--- src/rtl/nios_systemv3_fifo_sum_sq_reader.sv ---
// Sum-of-squares sample FIFO drained by a Nios-style Avalon-MM slave.
// Provides status/control registers and a threshold-based level interrupt.
module nios_systemv3_fifo_sum_sq_reader #(
   parameter int WIDTH = 26,
   parameter int DEPTH = 16
) (
   input  logic             clk,
   input  logic             reset_n,
   input  logic [WIDTH-1:0] in_data,
   input  logic             in_valid,
   output logic             in_ready,
   input  logic [1:0]       address,
   input  logic             chipselect,
   input  logic             read_n,
   input  logic             write_n,
   input  logic [31:0]      writedata,
   output logic [31:0]      readdata,
   output logic             irq
);

   localparam int AW = (DEPTH > 1) ? $clog2(DEPTH) : 1;
   localparam int CW = AW + 1;
   localparam logic [CW-1:0] DEPTH_C   = CW'(DEPTH);
   localparam logic [CW-1:0] CNT_ONE_C = CW'(1);
   localparam logic [AW-1:0] PTR_ONE_C = AW'(1);

   logic [WIDTH-1:0] mem_q [DEPTH];
   logic [AW-1:0]    wr_ptr_q, wr_ptr_d;
   logic [AW-1:0]    rd_ptr_q, rd_ptr_d;
   logic [CW-1:0]    count_q, count_d;
   logic             overflow_q, overflow_d;
   logic             underflow_q, underflow_d;
   logic             irq_en_q, irq_en_d;
   logic             irq_q, irq_d;
   logic [15:0]      threshold_q, threshold_d;
   logic [31:0]      readdata_q, readdata_d;

   logic        rd_s, wr_s, empty_s, full_s;
   logic        push_s, pop_s, flush_s, clear_s, ovf_evt_s, udf_evt_s;
   logic [31:0] head_s, status_s;
   logic        unused_wdata_s;

   assign rd_s     = chipselect & ~read_n;
   assign wr_s     = chipselect & ~write_n;
   assign empty_s  = (count_q == {CW{1'b0}});
   assign full_s   = (count_q == DEPTH_C);
   assign head_s   = 32'(mem_q[rd_ptr_q]);
   assign status_s = {12'h000, underflow_q, overflow_q, full_s, empty_s, 16'(count_q)};

   assign in_ready = ~full_s;
   assign readdata = readdata_q;
   assign irq      = irq_q;
   assign unused_wdata_s = ^writedata[30:16];

   // Next-state: FIFO bookkeeping, sticky flags, control registers, read mux, irq.
   always_comb begin
      flush_s     = wr_s & (address == 2'd2) & writedata[0];
      clear_s     = wr_s & (address == 2'd2) & writedata[1];
      push_s      = in_valid & ~full_s & ~flush_s;
      ovf_evt_s   = in_valid & full_s & ~flush_s;
      pop_s       = rd_s & (address == 2'd0) & ~empty_s;
      udf_evt_s   = rd_s & (address == 2'd0) & empty_s;

      wr_ptr_d    = wr_ptr_q;
      rd_ptr_d    = rd_ptr_q;
      count_d     = count_q;
      overflow_d  = overflow_q;
      underflow_d = underflow_q;
      threshold_d = threshold_q;
      irq_en_d    = irq_en_q;
      readdata_d  = readdata_q;

      if (flush_s) begin
         wr_ptr_d = {AW{1'b0}};
         rd_ptr_d = {AW{1'b0}};
         count_d  = {CW{1'b0}};
      end else begin
         if (push_s) begin
            wr_ptr_d = wr_ptr_q + PTR_ONE_C;
         end else begin
            wr_ptr_d = wr_ptr_q;
         end
         if (pop_s) begin
            rd_ptr_d = rd_ptr_q + PTR_ONE_C;
         end else begin
            rd_ptr_d = rd_ptr_q;
         end
         case ({push_s, pop_s})
            2'b10:   count_d = count_q + CNT_ONE_C;
            2'b01:   count_d = count_q - CNT_ONE_C;
            default: count_d = count_q;
         endcase
      end

      // A fresh event in the same cycle as a clear leaves the flag set.
      if (ovf_evt_s) begin
         overflow_d = 1'b1;
      end else if (clear_s) begin
         overflow_d = 1'b0;
      end else begin
         overflow_d = overflow_q;
      end
      if (udf_evt_s) begin
         underflow_d = 1'b1;
      end else if (clear_s) begin
         underflow_d = 1'b0;
      end else begin
         underflow_d = underflow_q;
      end

      if (wr_s && (address == 2'd3)) begin
         threshold_d = writedata[15:0];
         irq_en_d    = writedata[31];
      end else begin
         threshold_d = threshold_q;
         irq_en_d    = irq_en_q;
      end

      if (rd_s) begin
         case (address)
            2'd0:    readdata_d = empty_s ? 32'h0000_0000 : head_s;
            2'd1:    readdata_d = status_s;
            2'd2:    readdata_d = 32'h0000_0000;
            2'd3:    readdata_d = {irq_en_q, 15'h0000, threshold_q};
            default: readdata_d = 32'h0000_0000;
         endcase
      end else begin
         readdata_d = readdata_q;
      end

      irq_d = irq_en_d & (threshold_d != 16'h0000) & (16'(count_d) >= threshold_d);
   end

   // Sample storage; contents are don't-care after reset.
   always_ff @(posedge clk) begin
      if (reset_n && push_s) begin
         mem_q[wr_ptr_q] <= in_data;
      end
   end

   // State register with synchronous active-low reset.
   always_ff @(posedge clk) begin
      if (!reset_n) begin
         wr_ptr_q    <= {AW{1'b0}};
         rd_ptr_q    <= {AW{1'b0}};
         count_q     <= {CW{1'b0}};
         overflow_q  <= 1'b0;
         underflow_q <= 1'b0;
         threshold_q <= 16'h0000;
         irq_en_q    <= 1'b0;
         readdata_q  <= 32'h0000_0000;
         irq_q       <= 1'b0;
      end else begin
         wr_ptr_q    <= wr_ptr_d;
         rd_ptr_q    <= rd_ptr_d;
         count_q     <= count_d;
         overflow_q  <= overflow_d;
         underflow_q <= underflow_d;
         threshold_q <= threshold_d;
         irq_en_q    <= irq_en_d;
         readdata_q  <= readdata_d;
         irq_q       <= irq_d;
      end
   end

endmodule
--- config.mk ---
export PLATFORM = sky130hd
export DESIGN_NAME = nios_systemv3_fifo_sum_sq_reader
export DESIGN_NICKNAME = d
export VERILOG_FILES = /design/src/rtl/nios_systemv3_fifo_sum_sq_reader.sv
export SDC_FILE = /design/constraint.sdc
export NUM_CORES = 1
export LEC_CHECK = 0
export BUFFER_PORTS_ARGS = -buffer_cell sky130_fd_sc_hd__clkbuf_2
export CAP_MARGIN = 15
export CORE_MARGIN = 5
export CORE_UTILIZATION = 35
export CTS_CLUSTER_SIZE = 10
export DETAILED_ROUTE_END_ITERATION = 16
export MAX_ROUTING_LAYER = met4
export PLACE_DENSITY = 0.59
export SYNTH_ARGS = -nofsm -noshare
export SYNTH_HDL_FRONTEND = slang
export SYNTH_SLANG_ARGS = --single-unit
export TNS_END_PERCENT = 5
--- constraint.sdc ---
create_clock -name clk -period 8.8 [get_ports clk]
set_input_delay 0.44 -clock clk [delete_from_list [all_inputs] [get_ports clk]]
set_output_delay 0.44 -clock clk [all_outputs]
set_load 0.02 [all_outputs]
### Yosys cells after proc, flatten, opt, wreduce, memory -nomap -nowiden

Memory sizes are Yosys's and may differ from the RTL's. A register that Yosys moved wholly into a read port is not among the register bits.
Cells that the tools add are included.

* register bits after elaboration: 65
* output and inout port bits: 34
* memory bits (writable): 416
* word-level logic and storage cells: 62
* input port bits: 66
* memories: 1

Memory list
* mem_q: depth 16, bits a word 26, rd ports 1, clocked after memory_dff 1, wr ports 1, line 27 `logic [WIDTH-1:0] mem_q [DEPTH];`

* equal/unequal tests: 6
* $add $sub $neg: 4
* multiplexer cells: 13
* bitwise gates (word level): 20
* order comparisons: 1
* reduce and logical (&&, ||, !) cells: 8

Operator list (count)
* $pmux 32 s4: 1
* $mux 26: 1
* $ge 5x16->1: 1
* $mux 16: 1
* $reduce_bool 16->1: 1
* $and 1x1->1: 14
* $pmux 5 s2: 1
* $add 4x1->4 const B: 2
* $mux 4: 2
* $eq 2x2->1 const B: 3
* $mux 1: 6
* $not 1->1: 6
* $add 5x1->5 const B: 1
* $eq 5x5->1 const B: 1
* $logic_not 5->1: 1
* $mux 5: 1
* $sub 5x1->5 const B: 1
* $eq 2x1->1 const B: 2
* $reduce_bool 2->1: 2
* $logic_and 1x1->1: 2
* $logic_not 2->1: 1
* $reduce_or 2->1: 1

### Depth between registers and ports, before layout

Gate-level depths: netlist of run 1.

* depth after elaboration: 11
* mapped depth: 17
* depth with buffers taken out: 15

### Worst setup path after synthesis of run 1

Ideal clock, no wire load.

* path kind: input port to flip-flop
* from: input read_n
* to: register irq_q (netlist: irq)
* stages: 16
* arrival: 3.661 ns
* setup time: 0.072 ns
* data required time: 8.728 ns
* path slack: 5.068 ns
* buffers on the path: 2
* cell sequence: nand2b_1 buf_2 a2111oi_4 ha_1 clkbuf_1 xor2_1 ha_1 a21oi_1 or3b_2 a31oi_1 xnor2_1 nor2_1 ha_1 o21ai_0 a21oi_1 a2bb2oi_1

* word-level cells in the longest chain between the ends: 9
* elaborated cells on any way between the ends: 10
* those cells by class: order compare: 1; eq/ne: 2; mux: 2; bitwise: 5

Ends and longest elaborated chain
* start: declaration: line 14 `input logic read_n,`
* $not 1->1 *: line 43 `assign rd_s = chipselect & ~read_n;`
* $and 1x1->1 *: line 43
* $and 1x1->1 * (2 in a row): line 61 `pop_s = rd_s & (address == 2'd0) & ~empty_s;`
* $eq 2x1->1 or $eq 2x2->1 (tied branches): line 88 `case ({push_s, pop_s})`
* $pmux 5 s2 *: line 88
* $mux 5 *: line 73 `if (flush_s) begin`
* named net count_d[4]: line 30 `logic [CW-1:0] count_q, count_d;`
* $ge 5x16->1 *: line 131 `irq_d = irq_en_d & (threshold_d != 16'h0000) & (16'(count_d) >= threshold_d);`
* $and 1x1->1 *: line 131
* end signal: assignment: line 162 `irq_q <= irq_d;`
* end: declaration: line 34 `logic irq_q, irq_d;`

The timed path passes the listed nets; every way through them passes the cells marked *.
A chain may end at the register's enable or synchronous reset.

### Final worst setup path of run 1

* from: register count_q[2]
* to: register irq_q (netlist: irq)

* word-level cells in the longest chain between the ends: 9
* elaborated cells on any way between the ends: 15
* those cells by class: add/sub: 2; order compare: 1; eq/ne: 3; mux: 2; bitwise: 6; reduce/logical: 1

Ends and longest elaborated chain
* start: declaration: line 30
* start signal: assignment: line 146 `count_q <= {CW{1'b0}};`
* start signal: assignment: line 156 `count_q <= count_d;`
* $eq 5x5->1: line 46 `assign full_s = (count_q == DEPTH_C);`
* $not 1->1: line 59 `push_s = in_valid & ~full_s & ~flush_s;`
* $and 1x1->1 (2 in a row): line 59
* $eq 2x1->1 or $eq 2x2->1 (tied branches): line 88
* $pmux 5 s2 *: line 88
* $mux 5 *: line 73
* named net count_d[4]: line 30
* $ge 5x16->1 *: line 131
* $and 1x1->1 *: line 131

Marks and branches as above.

==> run metrics, run 1 <==
maximum VDD drop 139 uV; starting density of the core 0.354; Cells after Synth 972; grt met3 use 0.0272; # port buffers 79; Worst Hold Class primary input to flip-flop; crit end category flip-flop; Net Switching 0.958 mW; fin. max-slew vios 0; Main synth FF type edfxtp_1; Top Usage Layer GRT met2; I/O pins 100; share of the synthesized area in the top cell type 0.669; CTS Hold Bufs 0; vias 9351; Setup Viol. Count Final 0; H-tree depth 2; status finished, final reports clean; TritonCTS buffer count 55; largest area contributor in the netlist edfxtp_1; CP Max Fanout 9; max incr delay on CP 0.77 ns; CTS tree done; final net count 1148; largest net degree at the start of global routing 57; switching share of power 0.202; CTS resizes 0; Util after Layout 0.409; min cycle time layout 4.07 ns; power density over the cells 219 nW/um^2; CP Cell Sequence nor4_4, a2111oi_4, ha_1, xor2_1, ha_1, a21oi_1, or3b_2, a31oi_1, xnor2_1, nor2_1, ha_1, o21ai_0, a21oi_1, a2bb2oi_1; Clock Power Share 0.443; Total GRT Usage 0.152; DRC 0; Routed Wire Length 43000 um; clock tree root driver cell clkbuf_16; Setup crit start kind flip-flop; Initial DRC Count 768; setup TNS 0 ns; Fillers 4685; DRT Pass-1 Iters 5; Worst Path Arrival 4.58 ns; Final ANT Viol Nets 0; Worst-Margin Slew 1.10 ns; Global Route met2 Usage 0.234; asr flop ratio synth 0; CTS clock-pin slew for the worst setup and hold paths 0.05 ns; cell mode on critical path ha_1; initial antenna violation count 1; first-pass GRT wire length 63600 um; count leader, synth edfxtp_1; Area Overhead vs Synth 15.5%; internal power 3.77 mW; met1 usage 0.213; Final period util 0.463; RSZ-0062 raised after global routing no; Clock Latency Late Sink 0.59 ns; f_max 0.245 GHz; WS Path Type flip-flop to flip-flop; die width 241 um; register area share after synthesis 0.737; post-DP HPWL 24700 um; Pleak 6.69 nW; Die ar. 58100 um^2; top post-synthesis cells by area edfxtp_1 (67%), mux4_2 (13%), dfxtp_1 (6.9%); Mean Syn Cell Area 19.2 um^2; GRT overflow 0; FP Rows 84; Sink Count 480; worst clock skew 0.0138 ns; die height 241 um; Seq pwr share 0.528; Synth Cell Area 18700 um^2; detailed-route wire length per cell 23.8 um; fraction of final layout cells with drive strength greater than 1 0.259; number of synthesized flops with an enable pin 416; Worst slew margin 0.262; synthesized flop and latch total 480; Core Region 52800 um^2; clock buffer depth 3; gp weighted congestion 0.754; Syn. warnings 0; Final Hold Vio Count 0; worst path required time 9.31 ns; Yosys cell types 57; combinational power share 0.029; CP max-delay cell a2111oi_4; post-CTS setup buffers 0; Max Cap Viol 0; vias in the first global route 9650; commonest cells in the netlist edfxtp_1 (416), mux4_2 (104), dfxtp_1 (64), mux2i_1 (64), nand2_1 (62); vias per cell 5.18
layout by cell type (no fill, tap or decap), drive strengths merged, types with 2 or more instances in the layout:
cell    count
a21oi      19
a22o        3
a22oi      14
and2        4
buf        15
clkbuf    179
clkinv      3
conb        5
dfxtp      64
diode       2
edfxtp    416
ha         13
inv         7
mux2i      64
mux4      104
nand2      62
nand2b      2
nand3       2
nand3b      5
nand4       2
nand4b      3
nor2       42
nor4        5
nor4b       2
o211ai      2
o21ai      19
o221ai     13
o22a       12
or4         4
xnor2       5
xor2        6
worst max-delay path, delay by kind of cell, from the launching register on:
family	cells	cell delay, ns
AOI/OAI and AO/OA	6	1.48
xor gates and xnor gates	2	0.36
adders and majority gates	3	0.98
DFF	1	0.54
and+or+nand+nor	3	0.66
power by group through the flow:
stage,clock (mW),combinational [mW],sequential [mW]
after floorplan,0,0.0752,2.55
after detailed placement,0,0.138,2.55
after CTS,2.14,0.138,2.50
after global routing,2.23,0.150,2.50
after global placement,0,0.135,2.55
final,2.10,0.137,2.50
metrics by stage:
| step | power, mW | area [um^2] | hold WS [ns] | setup WS [ns] | cells |
|---|---|---|---|---|---|
| 2_1_floorplan | 2.62 | 18700 | 0.443 | 5.07 | 976 |
| 3_3_place_gp | 2.68 | 19900 | 0.446 | 4.53 | 1700 |
| 3_5_place_dp | 2.69 | 19900 | 0.454 | 4.50 | 1700 |
| 4_1_cts | 4.78 | 21600 | 0.0674 | 4.73 | 1803 |
| 5_1_grt | 4.88 | 21600 | 0.100 | 4.46 | 1804 |
| 6_report | 4.73 | 21600 | 0.104 | 4.73 | 1805 |
worst paths after layout:
path                                     from           end  slack [ns]  cells after the start
worst min-delay path            writedata[31]      irq_en_q        0.10                      3
worst max-delay path               count_q[2]           irq        4.73                     14
worst min register to register   readdata[20]  readdata[20]        0.46                      2
worst max register to register     count_q[2]           irq        4.73                     14
area by class of cell:
type,instances,area [um^2],area share
repair buffers,94,508,0.0235
clock buffers,100,1640,0.0759
diodes,2,5.00,0.000232
well taps,688,861,0.0399
multi-input cells,431,4740,0.220
flip-flops and latches,480,13800,0.639
clock inverters,3,13.8,0.000638
inverters,7,26.3,0.00122
sequential cells by signal (all words and copies together), names as in the netlist, named ones only:
| register | flops |
|---|---|
| overflow_q | 1 |
| mem_q | 416 |
| underflow_q | 1 |
| threshold_q | 16 |
| irq_en_q | 1 |
| readdata | 27 |
| count_q | 5 |
| rd_ptr_q | 4 |
| wr_ptr_q | 4 |
| irq | 1 |
metal layers:
metal	share of wire	vias up
met5	0	-
met4	0.017	0
met3	0.057	67
met2	0.47	262
met1	0.45	4889
li1	-	4133
logic make-up after synthesis:
group | after synthesis | synth area share
other cells | 1 | 0.000201
simple gates | 142 | 0.0371
xor+xnor | 11 | 0.00516
fa+ha+maj | 13 | 0.00871
compound gates | 92 | 0.0359
mux | 168 | 0.160
flops | 480 | 0.737
buf+inv | 65 | 0.0160
Note: power is estimated with default switching activity, not from simulation.
==> run 2, diff against run 1 <==
--- a/config.mk
+++ b/config.mk
@@ -12,7 +12,7 @@
 export CTS_CLUSTER_SIZE = 10
 export DETAILED_ROUTE_END_ITERATION = 16
 export MAX_ROUTING_LAYER = met4
-export PLACE_DENSITY = 0.59
+export PLACE_DENSITY = 0.6
 export SYNTH_ARGS = -nofsm -noshare
 export SYNTH_HDL_FRONTEND = slang
 export SYNTH_SLANG_ARGS = --single-unit
==> constraint.sdc (replaced) <==
create_clock -name clk -period 3.5 [get_ports clk]
set_input_delay 0.175 -clock clk [delete_from_list [all_inputs] [get_ports clk]]
set_output_delay 0.175 -clock clk [all_outputs]
set_load 0.02 [all_outputs]
==> run metrics, run 2 (synthesis results as in run 1) <==
Worst Hold Class primary input to flip-flop (unchanged); min cycle time layout 3.30 ns (was 4.07 ns); clock buffer depth 3 (unchanged); WS Path Type flip-flop to flip-flop (unchanged); clock tree root driver cell clkbuf_16 (unchanged); Routed Wire Length 44300 um (was 43000 um); Area Overhead vs Synth 19.0% (was 15.5%); placed cell area 20300 um^2 (was 19900 um^2); initial antenna violation count 2 (was 1); vias per cell 5.17 (was 5.18); maximum VDD drop 388 uV (was 139 uV); Worst Path Arrival 3.80 ns (was 4.58 ns); worst r2r dst irq (unchanged); worst r2r path cells 15 (was 14); crit end category flip-flop (unchanged); f_max 0.303 GHz (was 0.245 GHz); Reg2Reg Launch Point count_q[3] (was count_q[2]); met1 usage 0.207 (was 0.213); I/O pins 100 (unchanged); vias in the first global route 10200 (was 9650); vias 9632 (was 9351); fin. max-slew vios 0 (unchanged); GRT overflow 0 (unchanged); commonest cells after routing, fill and taps aside edfxtp_1 (416), mux4_2 (104), clkbuf_2 (79) (unchanged); status finished, final reports clean (unchanged); Fillers 4639 (was 4685); r2r setup slk 0.20 ns (was 4.73 ns); fraction of final layout cells with drive strength greater than 1 0.275 (was 0.259); Total GRT Usage 0.157 (was 0.152); Worst slew margin 0.451 (was 0.262); CP Max Fanout 4 (was 9); detailed-route wire length per cell 23.8 um (about the same); die width 241 um (unchanged); Critical Path Start count_q[3] (was count_q[2]); Final ANT Viol Nets 0 (unchanged); gp weighted congestion 0.784 (was 0.754); commonest non-fill, non-tap cell in the layout edfxtp_1 (unchanged); Worst-Margin Slew 0.819 ns (was 1.10 ns); CTS clock-pin slew for the worst setup and hold paths 0.06 ns (was 0.05 ns); Global Route met2 Usage 0.256 (was 0.234); DRC 0 (unchanged); CTS tree done (unchanged); Max Cap Viol 0 (unchanged); grt met3 use 0.0248 (was 0.0272); crit path to irq (unchanged); largest net degree at the start of global routing 37 (was 57); die height 241 um (unchanged); DRT Pass-1 Iters 5 (unchanged); Tot Pwr 11.8 mW (was 4.73 mW); starting density of the core 0.354 (unchanged); worst clock skew 0.0289 ns (was 0.0138 ns); # port buffers 79 (unchanged); TritonCTS buffer count 54 (was 55); Setup Viol. Count Final 0 (unchanged); Clock Latency Late Sink 0.58 ns (was 0.59 ns); Initial DRC Count 705 (was 768); Die ar. 58100 um^2 (unchanged); Core Region 52800 um^2 (unchanged); final net count 1211 (was 1148); Pleak 6.99 nW (was 6.69 nW); power density over the cells 530 nW/um^2 (was 219 nW/um^2); H-tree depth 2 (unchanged); Setup crit start kind flip-flop (unchanged); Top Usage Layer GRT met2 (unchanged); FP Rows 84 (unchanged); post-DP HPWL 27500 um (was 24700 um); Final Hold Vio Count 0 (unchanged); worst path required time 4.01 ns (was 9.31 ns); first-pass GRT wire length 65700 um (was 63600 um); Final period util 0.942 (was 0.463); max reg flops 416 (unchanged); Top reg by flops mem_q (unchanged); Final Instance Area 22200 um^2 (was 21600 um^2); Sink Count 480 (unchanged)
==> run 2: cell count changes in the layout (fill, tap and decap cells not counted), sizes merged <==
cell,change
buf,+35
dlygate4sd3,+29
clkbuf,-3
clkinv,-1
diode,-1
==> run 2: layout make-up <==
class / instances / area (um^2) / share of cell area
Sequential cell: 480 / 13800 / 0.620
Multi-Input combinational cell: 431 / 4760 / 0.214
Clock buffer: 97 / 1580 / 0.0709
Timing Repair Buffer: 158 / 1220 / 0.0550
Tap cell: 688 / 861 / 0.0387
Inverter: 7 / 26.3 / 0.00118
Clock inverter: 2 / 8.76 / 0.000394
Antenna cell: 1 / 2.50 / 0.000113
==> run 2: critical path: stages (launching register included) <==
cell and delay [ns]:
dfxtp_1 0.38, nor4_4 0.08, buf_4 0.16, a2111oi_4 0.35
ha_2 0.26, xor2_1 0.17, ha_2 0.23, a21oi_1 0.08
or3b_2 0.45, a31oi_2 0.19, xnor2_1 0.16, nor2_1 0.08
ha_1 0.27, o21ai_0 0.07, a21oi_1 0.15, a2bb2oi_1 0.15
==> run 2: how the worst min path moves through the flow <==
stage / startpoint / endpoint / slack, ns / cells after the start
after floorplan: in_data[0] / mem_q[0][0] / 0.27 / 0
after detailed placement: writedata[10] / threshold_q[10] / 0.43 / 3
after global placement: writedata[13] / threshold_q[13] / 0.43 / 3
final: in_data[16] / mem_q[14][16] / 0.02 / 1
after CTS: in_data[16] / mem_q[8][16] / 0.0006 / 1
after global routing: in_data[16] / mem_q[8][16] / 0.03 / 1
==> run 2: through the flow <==
step | util | setup TNS, ns | instances | hold slack (ns) | setup slack, ns
after floorplan | - | 0 | 976 | 0.274 | 0.0201
after global placement | 0.386 | 0 | 1734 | 0.426 | 0.118
after detailed placement | 0.386 | 0 | 1734 | 0.429 | 0.0726
after CTS | 0.421 | 0 | 1862 | 0.000576 | 0.0450
after global routing | 0.422 | -0.0145 | 1864 | 0.0273 | -0.0145
final | 0.422 | 0 | 1864 | 0.0212 | 0.205
==> run 2: timing repair <==
action,4_1_cts,5_1_grt
buffers inserted,0,1
hold endpoints to repair,187,0
resized for setup,0,5
hold buffers,29,0
endpoints found under the setup margin,0,1
==> run 2: power breakdown <==
| group | switching [mW] | leakage [nW] | internal [mW] |
|---|---|---|---|
| logic | 0.249 | 1.97 | 0.154 |
| registers | 0.0262 | 4.27 | 6.26 |
| clock network | 2.09 | 0.755 | 3.01 |
| total | 2.36 | 6.99 | 9.42 |
==> run 2: routing by layer <==
layer | wire length [um] | up-vias
li1 | - | 4258
met4 | 872 | 0
met5 | 0 | -
met3 | 1780 | 70
met2 | 22100 | 232
met1 | 19500 | 5072
==> run 3, diff against run 2 <==
==> constraint.sdc (replaced) <==
create_clock -name clk -period 2.92 [get_ports clk]
set_input_delay 0.146 -clock clk [delete_from_list [all_inputs] [get_ports clk]]
set_output_delay 0.146 -clock clk [all_outputs]
set_load 0.01 [all_outputs]
==> run metrics, run 3 (synthesis results as in run 1) <==
post-DP HPWL 26200 um (was 27500 um); FP Rows 84 (unchanged); clock tree root driver cell clkbuf_16 (unchanged); detailed-route wire length per cell 23.1 um (was 23.8 um); Top reg by flops mem_q (unchanged); gp weighted congestion 0.776 (was 0.784); Final ANT Viol Nets 0 (unchanged); fin cells 1901 (was 1864); DRC 0 (unchanged); cell mode on critical path ha_2; die width 241 um (unchanged); initial antenna violation count 1 (was 2); vias 9748 (was 9632); crit end category flip-flop (unchanged); power density over the cells 634 nW/um^2 (was 530 nW/um^2); status finished, violations left (was finished, final reports clean); TritonCTS buffer count 55 (was 54); # port buffers 79 (unchanged); vias in the first global route 10200 (about the same); worst path required time 3.44 ns (was 4.01 ns); vias per cell 5.13 (was 5.17); max incr delay on CP 0.39 ns (was 0.45 ns); Initial DRC Count 703 (was 705); GRT overflow 0 (unchanged); Setup Viol. Count Final 1 (was 0); starting density of the core 0.354 (unchanged); Sink Count 480 (unchanged); Worst-Margin Slew 0.747 ns (was 0.819 ns); commonest non-fill, non-tap cell in the layout edfxtp_1 (unchanged); min cycle time layout 3.03 ns (was 3.30 ns); CP Cell Sequence nor4_4, buf_4, a2111oi_4, ha_2, xor2_1, ha_2, a21oi_1, or3b_4, a31oi_4, xnor2_2, nor2_1, ha_1, o21ai_1, a21oi_2, a2bb2oi_1 (was nor4_4, buf_4, a2111oi_4, ha_2, xor2_1, ha_2, a21oi_1, or3b_2, a31oi_2, xnor2_1, nor2_1, ha_1, o21ai_0, a21oi_1, a2bb2oi_1); Worst slew margin 0.500 (was 0.451); Area Overhead vs Synth 21.2% (was 19.0%); PnR worst setup slack -0.115 ns (was 0.205 ns); failing checks negative setup slack; fraction of final layout cells with drive strength greater than 1 0.290 (was 0.275); Setup crit start kind flip-flop (unchanged); Total GRT Usage 0.157 (about the same); Worst Hold Class primary input to flip-flop (unchanged); Final Hold Vio Count 0 (unchanged); Hold Crit Depth 4 (was 1); placed cell area 20500 um^2 (was 20300 um^2); DRT Pass-1 Iters 5 (unchanged); Final Instance Area 22600 um^2 (was 22200 um^2); worst clock skew 0.0319 ns (was 0.0289 ns); largest net degree at the start of global routing 49 (was 37); WS Path Type flip-flop to flip-flop (unchanged); CTS clock-pin slew for the worst setup and hold paths 0.05 ns (was 0.06 ns); CTS tree done (unchanged); Worst Path Arrival 3.56 ns (was 3.80 ns); Final period util 1.04 (was 0.942); die height 241 um (unchanged); Max Cap Viol 0 (unchanged); Fillers 4588 (was 4639); post-placement cell count 1749 (was 1734); f_max 0.330 GHz (was 0.303 GHz); first-pass GRT wire length 66000 um (was 65700 um); worst r2r path cells 15 (unchanged); CP Max Fanout 4 (unchanged); commonest cells after routing, fill and taps aside edfxtp_1 (416), mux4_2 (104), clkbuf_2 (79) (unchanged); Routed Wire Length 44000 um (was 44300 um); RSZ-0062 raised after global routing yes; fin. max-slew vios 0 (unchanged); Post-Place Setup Slack -0.229 ns (was 0.0726 ns); I/O pins 100 (unchanged); CP max-delay cell or3b_4 (was or3b_2); Core Region 52800 um^2 (unchanged); hold_ws 0.0469 ns (was 0.0212 ns); clock buffer depth 3 (unchanged); Pleak 7.18 nW (was 6.99 nW); Die ar. 58100 um^2 (unchanged); max reg flops 416 (unchanged); final net count 1245 (was 1211); maximum VDD drop 508 uV (was 388 uV); Clock Latency Late Sink 0.59 ns (was 0.58 ns); H-tree depth 2 (unchanged)
## run 3: cell count changes in the layout (fill, tap and decap cells not counted), sizes merged
cell	previous run	this run
inv	7	8
buf	50	68
dlygate4sd3	29	44
clkbuf	176	178
bufinv	0	1
## run 3: final cells by class
| type | instances | area (um^2) | share of cell area |
|---|---|---|---|
| antenna | 1 | 2.50 | 0.000111 |
| clock inverter | 4 | 60.1 | 0.00265 |
| multi-input combinational | 431 | 4780 | 0.211 |
| inverter | 7 | 26.3 | 0.00116 |
| tap | 688 | 861 | 0.0380 |
| timing repair buffer | 191 | 1510 | 0.0668 |
| sequential | 480 | 13800 | 0.609 |
| clock buffer | 99 | 1590 | 0.0704 |
## run 3: repair_timing
item,4_1_cts,5_1_grt
hold endpoints to repair,423,0
gates resized for setup,7,1
endpoints found under the setup margin,1,1
pin swaps,3,1
hold buffers,44,0
buffers inserted,2,1
## run 3: final timing paths
check	startpoint	endpoint	slack, ns
min	in_valid	overflow_q	0.05
max	count_q[0]	irq	-0.11
max reg2reg	count_q[0]	irq	-0.11
min reg2reg	readdata[22]	readdata[22]	0.47
## run 3: critical path: cells and delay by family (launching register included)
| kind | cells | cell delay, ns |
|---|---|---|
| AO/OA/AOI/OAI | 6 | 0.90 |
| adder cells (fa/ha/maj) | 3 | 0.76 |
| AND/OR/NAND/NOR | 3 | 0.51 |
| flip-flops | 1 | 0.35 |
| XOR/XNOR | 2 | 0.30 |
| buffers and inverters | 1 | 0.15 |
## run 3: routing by layer
layer	GRT usage	share of wire	routed length, um	vias up
met1	0.215	0.44	19500	5066
met2	0.244	0.48	21200	281
met3	0.0320	0.058	2570	61
met4	0.0352	0.017	733	0
met5	-	0	0	-
li1	-	-	-	4340
## run 3: per-stage QoR
step | power (mW) | TNS (ns) | util
detailed placement | 8.13 | -0.229 | 0.388
CTS | 14.5 | -0.140 | 0.429
global route | 14.9 | -0.337 | 0.429
global placement | 8.12 | -0.165 | 0.388
floorplan | 7.89 | -5.04 | -
finish | 14.4 | -0.115 | 0.429
## run 3: power by group
part	internal, mW	switching (mW)
Combinational	0.215	0.299
Sequential	7.50	0.0307
Clock	3.74	2.57
Total	11.5	2.90
